`config.mk`:
```
export PLATFORM = sky130hd
export DESIGN_NAME = dual_wb_sequencer
export DESIGN_NICKNAME = d
export VERILOG_FILES = /design/src/rtl/dual_wb_sequencer.sv
export SDC_FILE = /design/constraint.sdc
export NUM_CORES = 1
export LEC_CHECK = 0
export BUFFER_PORTS_ARGS = -buffer_cell sky130_fd_sc_hd__buf_2
export CAP_MARGIN = 10
export CELL_PAD_IN_SITES_DETAIL_PLACEMENT = 0
export CELL_PAD_IN_SITES_GLOBAL_PLACEMENT = 1
export CORE_MARGIN = 1.5
export CORE_UTILIZATION = 30
export CTS_BUF_LIST = sky130_fd_sc_hd__clkbuf_16
export CTS_CLUSTER_DIAMETER = 200
export DETAILED_ROUTE_END_ITERATION = 16
export PLACE_DENSITY_LB_ADDON = 0.3
export REMOVE_ABC_BUFFERS = 1
export SLEW_MARGIN = 30
export SYNTH_ARGS = -nofsm -noshare
export SYNTH_HDL_FRONTEND = slang
export SYNTH_SLANG_ARGS = --single-unit
export TNS_END_PERCENT = 5
```
`constraint.sdc`:
```
create_clock -name clk -period 2 [get_ports clk]
set_input_delay 0.2 -clock clk [delete_from_list [all_inputs] [get_ports clk]]
set_output_delay 0.2 -clock clk [all_outputs]
set_load 0.02 [all_outputs]
```
`src/rtl/dual_wb_sequencer.sv`:
```
// Register-file writeback sequencer for the dual-writeback add-and-classify op.
// Owns the single write port: normal writes pass through when idle.
module dual_wb_sequencer #(
    parameter int unsigned DATA_W    = 32,
    parameter int unsigned ADDR_W    = 5,
    parameter int unsigned CODE_ZERO = 1,
    parameter int unsigned CODE_NEG  = 2,
    parameter int unsigned CODE_POS  = 3,
    parameter int unsigned CNT_W     = 16
) (
    input  logic              clk,
    input  logic              reset,
    input  logic              op_valid,
    output logic              op_ready,
    input  logic [ADDR_W-1:0] rs_addr,
    input  logic [ADDR_W-1:0] rd_addr,
    input  logic [DATA_W-1:0] sum,
    input  logic              norm_we,
    input  logic [ADDR_W-1:0] norm_addr,
    input  logic [DATA_W-1:0] norm_data,
    output logic              rf_we,
    output logic [ADDR_W-1:0] rf_addr,
    output logic [DATA_W-1:0] rf_data,
    output logic              stall,
    output logic              done,
    output logic [CNT_W-1:0]  op_count
);

    localparam logic [1:0] IDLE  = 2'd0;
    localparam logic [1:0] WR_RS = 2'd1;
    localparam logic [1:0] WR_RD = 2'd2;

    logic [1:0]        state_q, state_d;
    logic [ADDR_W-1:0] rs_q, rs_d;
    logic [ADDR_W-1:0] rd_q, rd_d;
    logic [DATA_W-1:0] sum_q, sum_d;
    logic [DATA_W-1:0] code_q, code_d;
    logic [CNT_W-1:0]  cnt_q, cnt_d;
    logic [DATA_W-1:0] code_now;
    logic              accept;

    // Sign test on the raw bit: the sum is two's complement with wrap-around.
    always_comb begin
        code_now = DATA_W'(CODE_POS);
        if (sum == '0)
            code_now = DATA_W'(CODE_ZERO);
        else if (sum[DATA_W-1])
            code_now = DATA_W'(CODE_NEG);
    end

    assign accept = op_valid && op_ready;

    always_comb begin
        state_d  = state_q;
        rs_d     = rs_q;
        rd_d     = rd_q;
        sum_d    = sum_q;
        code_d   = code_q;
        cnt_d    = cnt_q;
        op_ready = 1'b0;
        stall    = 1'b0;
        done     = 1'b0;
        rf_we    = 1'b0;
        rf_addr  = '0;
        rf_data  = '0;
        unique case (state_q)
            WR_RS: begin
                stall   = 1'b1;
                rf_we   = (rs_q != '0);
                rf_addr = rs_q;
                rf_data = sum_q;
                state_d = WR_RD;
            end
            WR_RD: begin
                stall   = 1'b1;
                done    = 1'b1;
                rf_we   = (rd_q != '0);
                rf_addr = rd_q;
                rf_data = code_q;
                cnt_d   = cnt_q + CNT_W'(1);
                state_d = IDLE;
            end
            default: begin
                op_ready = 1'b1;
                rf_we    = norm_we;
                rf_addr  = norm_addr;
                rf_data  = norm_data;
                state_d  = IDLE;
                if (accept) begin
                    rs_d    = rs_addr;
                    rd_d    = rd_addr;
                    sum_d   = sum;
                    code_d  = code_now;
                    state_d = WR_RS;
                end
            end
        endcase
    end

    always_ff @(posedge clk) begin
        if (reset) begin
            state_q <= IDLE;
            rs_q    <= '0;
            rd_q    <= '0;
            sum_q   <= '0;
            code_q  <= '0;
            cnt_q   <= '0;
        end else begin
            state_q <= state_d;
            rs_q    <= rs_d;
            rd_q    <= rd_d;
            sum_q   <= sum_d;
            code_q  <= code_d;
            cnt_q   <= cnt_d;
        end
    end

    assign op_count = cnt_q;

endmodule

```
# Word-level counts from Yosys, hierarchy flattened
# Index checks and enable logic that the tools add are counted.
dict set report totals {
  ff_bits 92
  in_bits 83
  out_inout_bits 57
  elab_cells 26
}
dict set report classes {
  n_addsub 1
  eq_ne 2
  n_mux 10
  bitwise_logic 1
  n_reduce_logical 6
}
# operator n
set op_table {}
lappend op_table {{one-hot mux 32 bit (2 select lines)} 1}
lappend op_table {{logical NOT 32 bit} 1}
lappend op_table {{adder 16 x 1 -> 16 bit (second input constant)} 1}
lappend op_table {{one-hot mux 5 bit (2 select lines)} 1}
lappend op_table {{nonzero test 5 bit} 2}
lappend op_table {{2-to-1 mux 1 bit} 5}
lappend op_table {{one-hot mux 2 bit (2 select lines)} 1}
lappend op_table {{equality test 2 x 1 -> 1 bit (second input constant)} 1}
lappend op_table {{equality test 2 bit (second input constant)} 1}
lappend op_table {{2-to-1 mux 2 bit} 1}
lappend op_table {{one-hot mux 1 bit (2 select lines)} 1}
lappend op_table {{AND reduction 2 bit} 1}
lappend op_table {{OR reduction 2 bit} 1}
lappend op_table {{logical AND 1 bit} 1}
lappend op_table {{NOT 1 bit} 1}

# Logic depth before layout (Yosys ltp)
# Gate-level depths: netlist of run 1.
dict set report logic_depth {
  depth_word 6
  ltp_mapped 8
}

# Least setup slack after synthesis of run 1
# OpenSTA, ideal clock, no wires.
dict set report synth_timing {
  path_type {reg-to-output}
  start {register state_q[0]}
  end {output port rf_addr[1]}
  t_arrival_ps 1810
  t_required_ps 1800
  slack_ps -10
  stages_incl_launch_ff 8
  path_buffers 3
  cell_sequence {dfxtp_1 -> inv_1 -> ha_1 -> clkbuf_1 -> clkbuf_1 -> clkbuf_1 -> nand2_1 -> o21ai_0}
}
dict set report synth_via {
  elab_chain_cells 2
  elab_cells_between_ends 3
}
# item line
set synth_lines {}
lappend synth_lines {{start, declared} 33} ;# logic [1:0] state_q, state_d;
lappend synth_lines {{start signal, assigned} 109} ;# state_q <= state_d;
lappend synth_lines {{equality test 2 bit / equality test 2 x 1 -> 1 bit (equally long branches)} 66} ;# unique case (state_q)
lappend synth_lines {{one-hot mux 5 bit (2 select lines) (*)} 66}
lappend synth_lines {{end, declared} 22} ;# output logic [ADDR_W-1:0] rf_addr,
# Mark *: on every way between the ends. The rest lies on a longest branch, timed or not.

# Worst setup path after layout of run 1
dict set report layout_timing {
  start {register state_q[0]}
  end {output port rf_we}
}
dict set report layout_via {
  elab_chain_cells 2
  elab_cells_between_ends 3
}
# item line
set layout_lines {}
lappend layout_lines {{equality test 2 bit / equality test 2 x 1 -> 1 bit (equally long branches)} 66}
lappend layout_lines {{one-hot mux 1 bit (2 select lines) (*)} 66}
lappend layout_lines {{end, declared} 21} ;# output logic rf_we,
# Marks and branches as above.

==> flow_metrics.py, run 1 <==
metrics = {
    "finish": {
        "drive_gt1_frac": 0.300,
        "final_common_cell": "sky130_fd_sc_hd__nand2_1",
        "area_growth_pct": 37.2,
        "n_antenna_cell": 0,
        "finalNonFillerCells": 693,
        "mostFrequentLayoutCells": "157 x sky130_fd_sc_hd__nand2_1, 139 x sky130_fd_sc_hd__buf_2, 62 x sky130_fd_sc_hd__dfxtp_1, 46 x sky130_fd_sc_hd__a21oi_1, 39 x sky130_fd_sc_hd__o21ai_0",
        "final_design_area_no_fill_sq_um": 4080,
        "layout.filler_cells": 1035,
        "post_layout_nets": 644,
    },
    "detailed_routing": {
        "via_count": 3236,
        "antenna_violating_nets_post_route": 0,
        "first_drt_iteration_drcs": 84,
        "routed_via_density": 4.67,
        "routed_wl_um": 8650,
        "wl_per_cell_um": 12.5,
        "top_layer_used": "met4",
        "routed_metal_1_wire_length_um": 4030,
        "drt_drc": 0,
        "met2_length_um": 3890,
        "met3_wirelength_um": 626,
        "dr.pass1.iters": 4,
    },
    "run_status": {
        "outcome": "finished, final reports clean",
    },
    "cts": {
        "clkLatencyLatePin_ps": 320,
        "ctsHoldBuffers": 0,
        "cts_buffer_depth": 2,
        "cts_made_buffers": 9,
        "tritoncts": "built",
        "clk_pin_slew_ps": 50,
        "cts.sinks": 62,
        "clk_root_buffer_cell": "sky130_fd_sc_hd__clkbuf_16",
        "cts.htree.levels": 3,
    },
    "grt": {
        "antenna_found_initial": 0,
        "grt_max_degree": 45,
        "grt_pass1_vias": 2835,
        "grtUsageTotal": 0.163,
        "grt_pass1_wl_um": 13300,
        "grt_overflow": 0,
    },
    "synth": {
        "yosysUniqueCellTypes": 30,
        "synth_ff_type": "sky130_fd_sc_hd__dfxtp_1",
        "fraction_of_post_synthesis_cell_area_in_the_top_cell_type_by_area": 0.417,
        "synth_sequential_area_ratio": 0.417,
        "postSynthAreaPerCell_sq_um": 6.99,
        "synth.top_cells.by_area": "sky130_fd_sc_hd__dfxtp_1 42%, sky130_fd_sc_hd__nand2_1 20%, sky130_fd_sc_hd__a21oi_1 7.7%",
        "synth_edf_count": 0,
        "yosys_warnings": 0,
        "async_reset_ff_frac": 0,
        "postSynthRegisterBits": 62,
        "synth_top_cell_by_area": "sky130_fd_sc_hd__dfxtp_1",
        "synth_cells": 426,
        "post_synth_instance_area_sq_um": 2980,
    },
    "placement": {
        "gpl.final_weighted_congestion": 0.802,
        "placed_cell_area_sq_um": 3820,
        "hpwlAfterDp_um": 6320,
        "placed_cells_incl_taps": 679,
        "port_buffers": 139,
    },
    "worst_setup_path": {
        "crit_slowest_cell": "sky130_fd_sc_hd__ha_2",
        "arrival_time_of_data_at_the_critical_path_endpoint_ps": 1710,
        "reg2reg_from": "state_q[0]",
        "end_kind": "primary output",
        "cp_slowest_stage_delay_ps": 380,
        "timing.setup.critical_path_class": "flop to primary output",
        "cp_num_buf_inv": 3,
        "crit_path_cell_trace": "inv_1 > ha_2 > buf_4 > a21oi_1 > a21o_1 > buf_2",
        "cp-start-kind": "flop",
        "data_required_time_at_the_worst_endpoint_ps": 1800,
        "regToRegEndpoint": "op_count[12]",
        "r2r_slack_ps": 340,
        "critical_path.max_fanout": 16,
        "reg2reg_depth": 5,
        "path_delay_family": "buffers and inverters",
    },
    "timing": {
        "grt_setup_unrepaired": "false",
        "fin_setup_tns_ps": 0,
        "report.final.hold_viol_count": 0,
        "tightestPinTransition_ps": 436,
        "timing.hold.ws_ps": 124,
        "fin_skew_ps": 4.03,
        "achievable-frequency_ghz": 0.523,
        "setup_violation_total_in_the_final_timing_report": 0,
        "timing.max_slew.rel_slack": 0.710,
        "timing.final.crit_share": 0.955,
        "finalMaxSlewViolations": 0,
        "post_layout_minimum_cycle_time_ps": 1910,
    },
    "die": {
        "floorplan.die_area_sq_um": 10500,
        "top_level_port_count": 140,
        "dieWidth_um": 103,
        "die_y_um": 103,
        "rows": 36,
        "core_area_sq_um": 9680,
        "start_util": 0.307,
    },
    "power": {
        "power_per_cell_area_nw_per_um2": 795,
        "seq_power_share": 0.412,
        "clkPwrFrac": 0.400,
        "worst_ir_drop_vdd_v": 0.000376,
        "power.switching_mw": 0.912,
        "totalPowerFinal_mw": 3.25,
        "combinationalPowerShare": 0.188,
        "p_leak_nw": 1.82,
        "sw_frac_of_total": 0.281,
        "power_report.internal_total_mw": 2.33,
    },
    "worst_hold_path": {
        "timing.hold.worst_path_depth": 3,
        "worstHoldStart": "rd_addr[1]",
        "min_to": "rd_q[1]",
        "worstHoldPathType": "primary input to flop",
    },
    "run": {
        "max-cap-violations": 0,
    },
}
## cell families (layout without fill, tap and decap cells)
kind of cell / count (synthesis) / after routing / synth area share
compound gates: 95 / 95 / 0.167
fa+ha+maj: 4 / 4 / 0.0168
xor+xnor: 11 / 11 / 0.0324
buf+inv: 36 / 170 / 0.0475
simple gates: 215 / 215 / 0.308
flops: 62 / 62 / 0.417
mux: 3 / 3 / 0.0109
## worst max path at each step
stage                          start     endpoint  slack (ps)  cells past startpoint
after floorplan           state_q[0]    code_q[1]       -1340                      5
after global placement    state_q[0]  rf_data[23]         360                      6
after detailed placement  state_q[0]  rf_data[23]         310                      6
after CTS                 state_q[0]  rf_data[23]          50                      6
after global routing      state_q[0]  rf_data[23]          20                      6
final                     state_q[0]        rf_we          90                      6
## per-stage QoR
step                       util  setup WS (ps)
after global routing      0.422           19.4
after floorplan               -          -1340
after global placement    0.395            359
after detailed placement  0.395            309
after CTS                 0.420           46.4
final                     0.422           89.1
## routing by layer
| metal | vias to the layer above | global-route usage |
|---|---|---|
| li1 | 1678 | - |
| met1 | 1450 | 0.205 |
| met2 | 100 | 0.275 |
| met3 | 8 | 0.0380 |
| met4 | 0 | 0.0569 |
| met5 | - | 0 |
## power groups by stage
stage	Combinational (mW)	Sequential, mW	Clock, mW
2_1_floorplan	0.334	1.35	0
3_3_place_gp	0.602	1.36	0
3_5_place_dp	0.612	1.36	0
4_1_cts	0.615	1.34	1.33
5_1_grt	0.686	1.34	1.39
6_report	0.611	1.34	1.30
## sequential cells by signal (all words and copies together), names as in the netlist
name,flops
rs_q,5
state_q,2
rd_q,5
sum_q,32
op_count,16
code_q,2
## worst register-to-register path: stages, from the launching register on
cell	delay (ps)
sky130_fd_sc_hd__dfxtp_1	330
sky130_fd_sc_hd__inv_1	60
sky130_fd_sc_hd__ha_2	340
sky130_fd_sc_hd__nand4_4	180
sky130_fd_sc_hd__or4_1	530
sky130_fd_sc_hd__a21oi_1	150
## cell usage after synthesis, types with 4 or more instances
cell type and count:
sky130_fd_sc_hd__inv_1 5, sky130_fd_sc_hd__nor3_1 4, sky130_fd_sc_hd__ha_1 4, sky130_fd_sc_hd__xnor2_1 6, sky130_fd_sc_hd__a21oi_1 46, sky130_fd_sc_hd__nor4_1 11
sky130_fd_sc_hd__clkbuf_1 22, sky130_fd_sc_hd__o21ai_0 39, sky130_fd_sc_hd__nand4_1 8, sky130_fd_sc_hd__dfxtp_1 62, sky130_fd_sc_hd__buf_2 5, sky130_fd_sc_hd__buf_1 4
sky130_fd_sc_hd__a22oi_1 7, sky130_fd_sc_hd__nor2_1 20, sky130_fd_sc_hd__nand2_1 157, sky130_fd_sc_hd__xor2_1 5
## final cells by class
cell class                      count  area [sq um]  area share
Clock buffer                        9           225      0.0551
Clock inverter                      5          21.3     0.00521
Inverter                            5          18.8     0.00460
Multi-Input combinational cell    328          1600       0.391
Sequential cell                    62          1240       0.304
Tap cell                          133           166      0.0407
Timing Repair Buffer              151           815       0.199
## timing repair
item	in CTS	in global routing
resized for setup	1	3
pin swaps	0	0
setup endpoints to repair	5	11
buffers inserted	0	0
Note: power is estimated with default switching activity, not from simulation.
==> inputs of run 2 (changes only) <==
- ABC_AREA: unset -> 1
==> flow_metrics.py, run 2 <==
metrics = {
    "run_status": {
        "outcome": "finished, final reports clean",
    },
    "timing": {
        "fin_skew_ps": 8.01,
        "timing.final.crit_share": 0.938,
        "grt_setup_unrepaired": "false",
        "finalMaxSlewViolations": 0,
        "report.final.hold_viol_count": 0,
        "timing.max_slew.rel_slack": 0.689,
        "tightestPinTransition_ps": 466,
        "post_layout_minimum_cycle_time_ps": 1880,
        "achievable-frequency_ghz": 0.533,
        "setup_violation_total_in_the_final_timing_report": 0,
    },
    "die": {
        "core_area_sq_um": 9910,
        "dieWidth_um": 105,
        "rows": 36,
        "die_y_um": 105,
        "top_level_port_count": 140,
        "start_util": 0.312,
        "floorplan.die_area_sq_um": 10900,
    },
    "grt": {
        "grt_pass1_wl_um": 15300,
        "grt_pass1_vias": 3462,
        "grt_max_degree": 33,
        "grt_overflow": 0,
        "grtUsageTotal": 0.171,
        "antenna_found_initial": 0,
    },
    "worst_setup_path": {
        "arrival_time_of_data_at_the_critical_path_endpoint_ps": 1680,
        "data_required_time_at_the_worst_endpoint_ps": 1800,
        "reg2reg_depth": 7,
        "critical_path.max_fanout": 31,
        "cp-start-kind": "flop",
        "end_kind": "primary output",
        "reg2reg_from": "state_q[0]",
        "r2r_slack_ps": 450,
        "timing.setup.critical_path_class": "flop to primary output",
        "regToRegEndpoint": "rd_q[2]",
    },
    "detailed_routing": {
        "drt_drc": 0,
        "antenna_violating_nets_post_route": 0,
        "first_drt_iteration_drcs": 152,
        "routed_via_density": 4.60,
        "wl_per_cell_um": 11.9,
        "routed_wl_um": 9020,
        "via_count": 3494,
        "dr.pass1.iters": 4,
    },
    "placement": {
        "placed_cells_incl_taps": 744,
        "port_buffers": 139,
        "gpl.final_weighted_congestion": 0.843,
        "hpwlAfterDp_um": 6750,
        "placed_cell_area_sq_um": 3950,
    },
    "cts": {
        "clkLatencyLatePin_ps": 320,
        "cts_made_buffers": 9,
        "cts.sinks": 62,
        "clk_pin_slew_ps": 50,
        "cts.htree.levels": 3,
        "ctsHoldBuffers": 0,
        "cts_buffer_depth": 2,
        "clk_root_buffer_cell": "sky130_fd_sc_hd__clkbuf_16",
        "cts.repair_timing.setup_buffer_count": 0,
        "tritoncts": "built",
    },
    "finish": {
        "number_of_flip_flops_in_the_largest_register": 32,
        "final_design_area_no_fill_sq_um": 4310,
        "finalNonFillerCells": 760,
        "area_growth_pct": 39.1,
        "post_layout_nets": 709,
        "drive_gt1_frac": 0.293,
        "final_common_cell": "sky130_fd_sc_hd__buf_2",
        "register_with_the_highest_flop_count": "sum_q",
        "n_antenna_cell": 0,
        "mostFrequentLayoutCells": "139 x sky130_fd_sc_hd__buf_2, 136 x sky130_fd_sc_hd__nor2_1, 108 x sky130_fd_sc_hd__nand2_1, 60 x sky130_fd_sc_hd__dfxtp_1, 41 x sky130_fd_sc_hd__nand3_1",
    },
    "synth": {
        "synth.top_cells.by_area": "sky130_fd_sc_hd__dfxtp_1 40%, sky130_fd_sc_hd__nor2_1 16%, sky130_fd_sc_hd__nand2_1 13%",
        "postSynthAreaPerCell_sq_um": 6.38,
        "synth_sequential_area_ratio": 0.401,
        "synth_cells": 485,
        "yosysUniqueCellTypes": 26,
        "synth_ff_type": "sky130_fd_sc_hd__dfxtp_1",
        "synth_top_cell_by_area": "sky130_fd_sc_hd__dfxtp_1",
        "yosys_warnings": 0,
        "synth.most_common_cell": "sky130_fd_sc_hd__nor2_1",
        "fraction_of_post_synthesis_cell_area_in_the_top_cell_type_by_area": 0.401,
        "synth_edf_count": 0,
        "async_reset_ff_frac": 0,
        "postSynthRegisterBits": 62,
        "post_synth_instance_area_sq_um": 3100,
        "netlist_top_cells_count": "136 x sky130_fd_sc_hd__nor2_1, 108 x sky130_fd_sc_hd__nand2_1, 62 x sky130_fd_sc_hd__dfxtp_1, 41 x sky130_fd_sc_hd__nand3_1, 33 x sky130_fd_sc_hd__o21ai_1",
    },
    "worst_hold_path": {
        "min_to": "code_q[0]",
        "worstHoldStart": "sum[31]",
        "timing.hold.worst_path_depth": 2,
        "worstHoldPathType": "primary input to flop",
    },
    "power": {
        "worst_ir_drop_vdd_v": 0.000454,
        "p_leak_nw": 2.13,
        "power_per_cell_area_nw_per_um2": 894,
    },
    "run": {
        "max-cap-violations": 0,
    },
}
[run 2: cell count changes after synthesis, sizes merged, moves of 11 or more]
cell,change
nor2,+117
nand2,-47
nand3,+38
a21oi,-24
inv,+15
clkbuf,-12
nor4,-11
[run 2: worst max-delay path by stage]
stage / cells past startpoint / slack, ps / start / to
2_1_floorplan: 6 / -780 / state_q[0] / code_q[0]
3_3_place_gp: 6 / 330 / state_q[0] / rf_data[1]
3_5_place_dp: 7 / 300 / state_q[0] / rd_q[2]
4_1_cts: 8 / 60 / state_q[0] / rf_we
5_1_grt: 9 / 9 / state_q[1] / rf_we
6_report: 8 / 120 / state_q[0] / rf_we
[run 2: metal layers]
metal / vias up / GRT usage / share of wire
met5: - / 0 / 0
met4: 0 / 0.0479 / 0.011
met3: 11 / 0.0487 / 0.062
met2: 99 / 0.291 / 0.46
met1: 1555 / 0.210 / 0.46
li1: 1829 / - / -
[run 2: kinds of logic (layout without fill, tap and decap cells)]
family	count (synthesis)	count (layout)	share of synthesized area
AO/OA/AOI/OAI	73	73	0.120
adder cells (fa/ha/maj)	4	4	0.0162
XOR/XNOR	2	2	0.00566
buffers and inverters	48	190	0.0683
AND/OR/NAND/NOR	296	296	0.389
flip-flops	62	62	0.401
[run 2: layout make-up]
class	instances	area, sq um
inverter	20	75.1
fill	1089	5600
clock inverter	7	113
clock buffer	9	225
tap	133	166
multi-input combinational	375	1660
sequential	62	1240
timing repair buffer	154	825
[run 2: timing repair]
| action | 4_1_cts | 5_1_grt |
|---|---|---|
| endpoints found under the setup margin | 4 | 3 |
| endpoints found under the hold margin | 0 | 0 |
| gates cloned | 0 | 0 |
| resized for setup | 2 | 4 |
[run 2: through the flow]
step	power, mW	utilization	setup TNS [ps]	hold WS, ps	setup slack, ps
final	3.85	0.435	0	112	124
after global routing	4.04	0.435	0	113	9.43
after CTS	3.89	0.434	0	115	61.9
after detailed placement	2.12	0.398	0	446	301
after global placement	2.11	0.398	0	438	335
after floorplan	1.80	-	-42280	269	-782
[run 2: worst max-delay path: stages (launching register included)]
cell	delay, ps
sky130_fd_sc_hd__dfxtp_2	340
sky130_fd_sc_hd__inv_1	70
sky130_fd_sc_hd__ha_4	290
sky130_fd_sc_hd__inv_2	50
sky130_fd_sc_hd__buf_12	160
sky130_fd_sc_hd__or2_0	200
sky130_fd_sc_hd__nand2_1	60
sky130_fd_sc_hd__inv_1	30
sky130_fd_sc_hd__buf_2	140
[run 2: report_power, final]
part           total, mW  internal, mW  leakage (nW)  switching [mW]
Combinational      0.719         0.273          1.47           0.446
Clock               1.76          1.21         0.157           0.553
Sequential          1.37          1.32         0.511          0.0488
Total               3.85          2.80          2.13            1.05
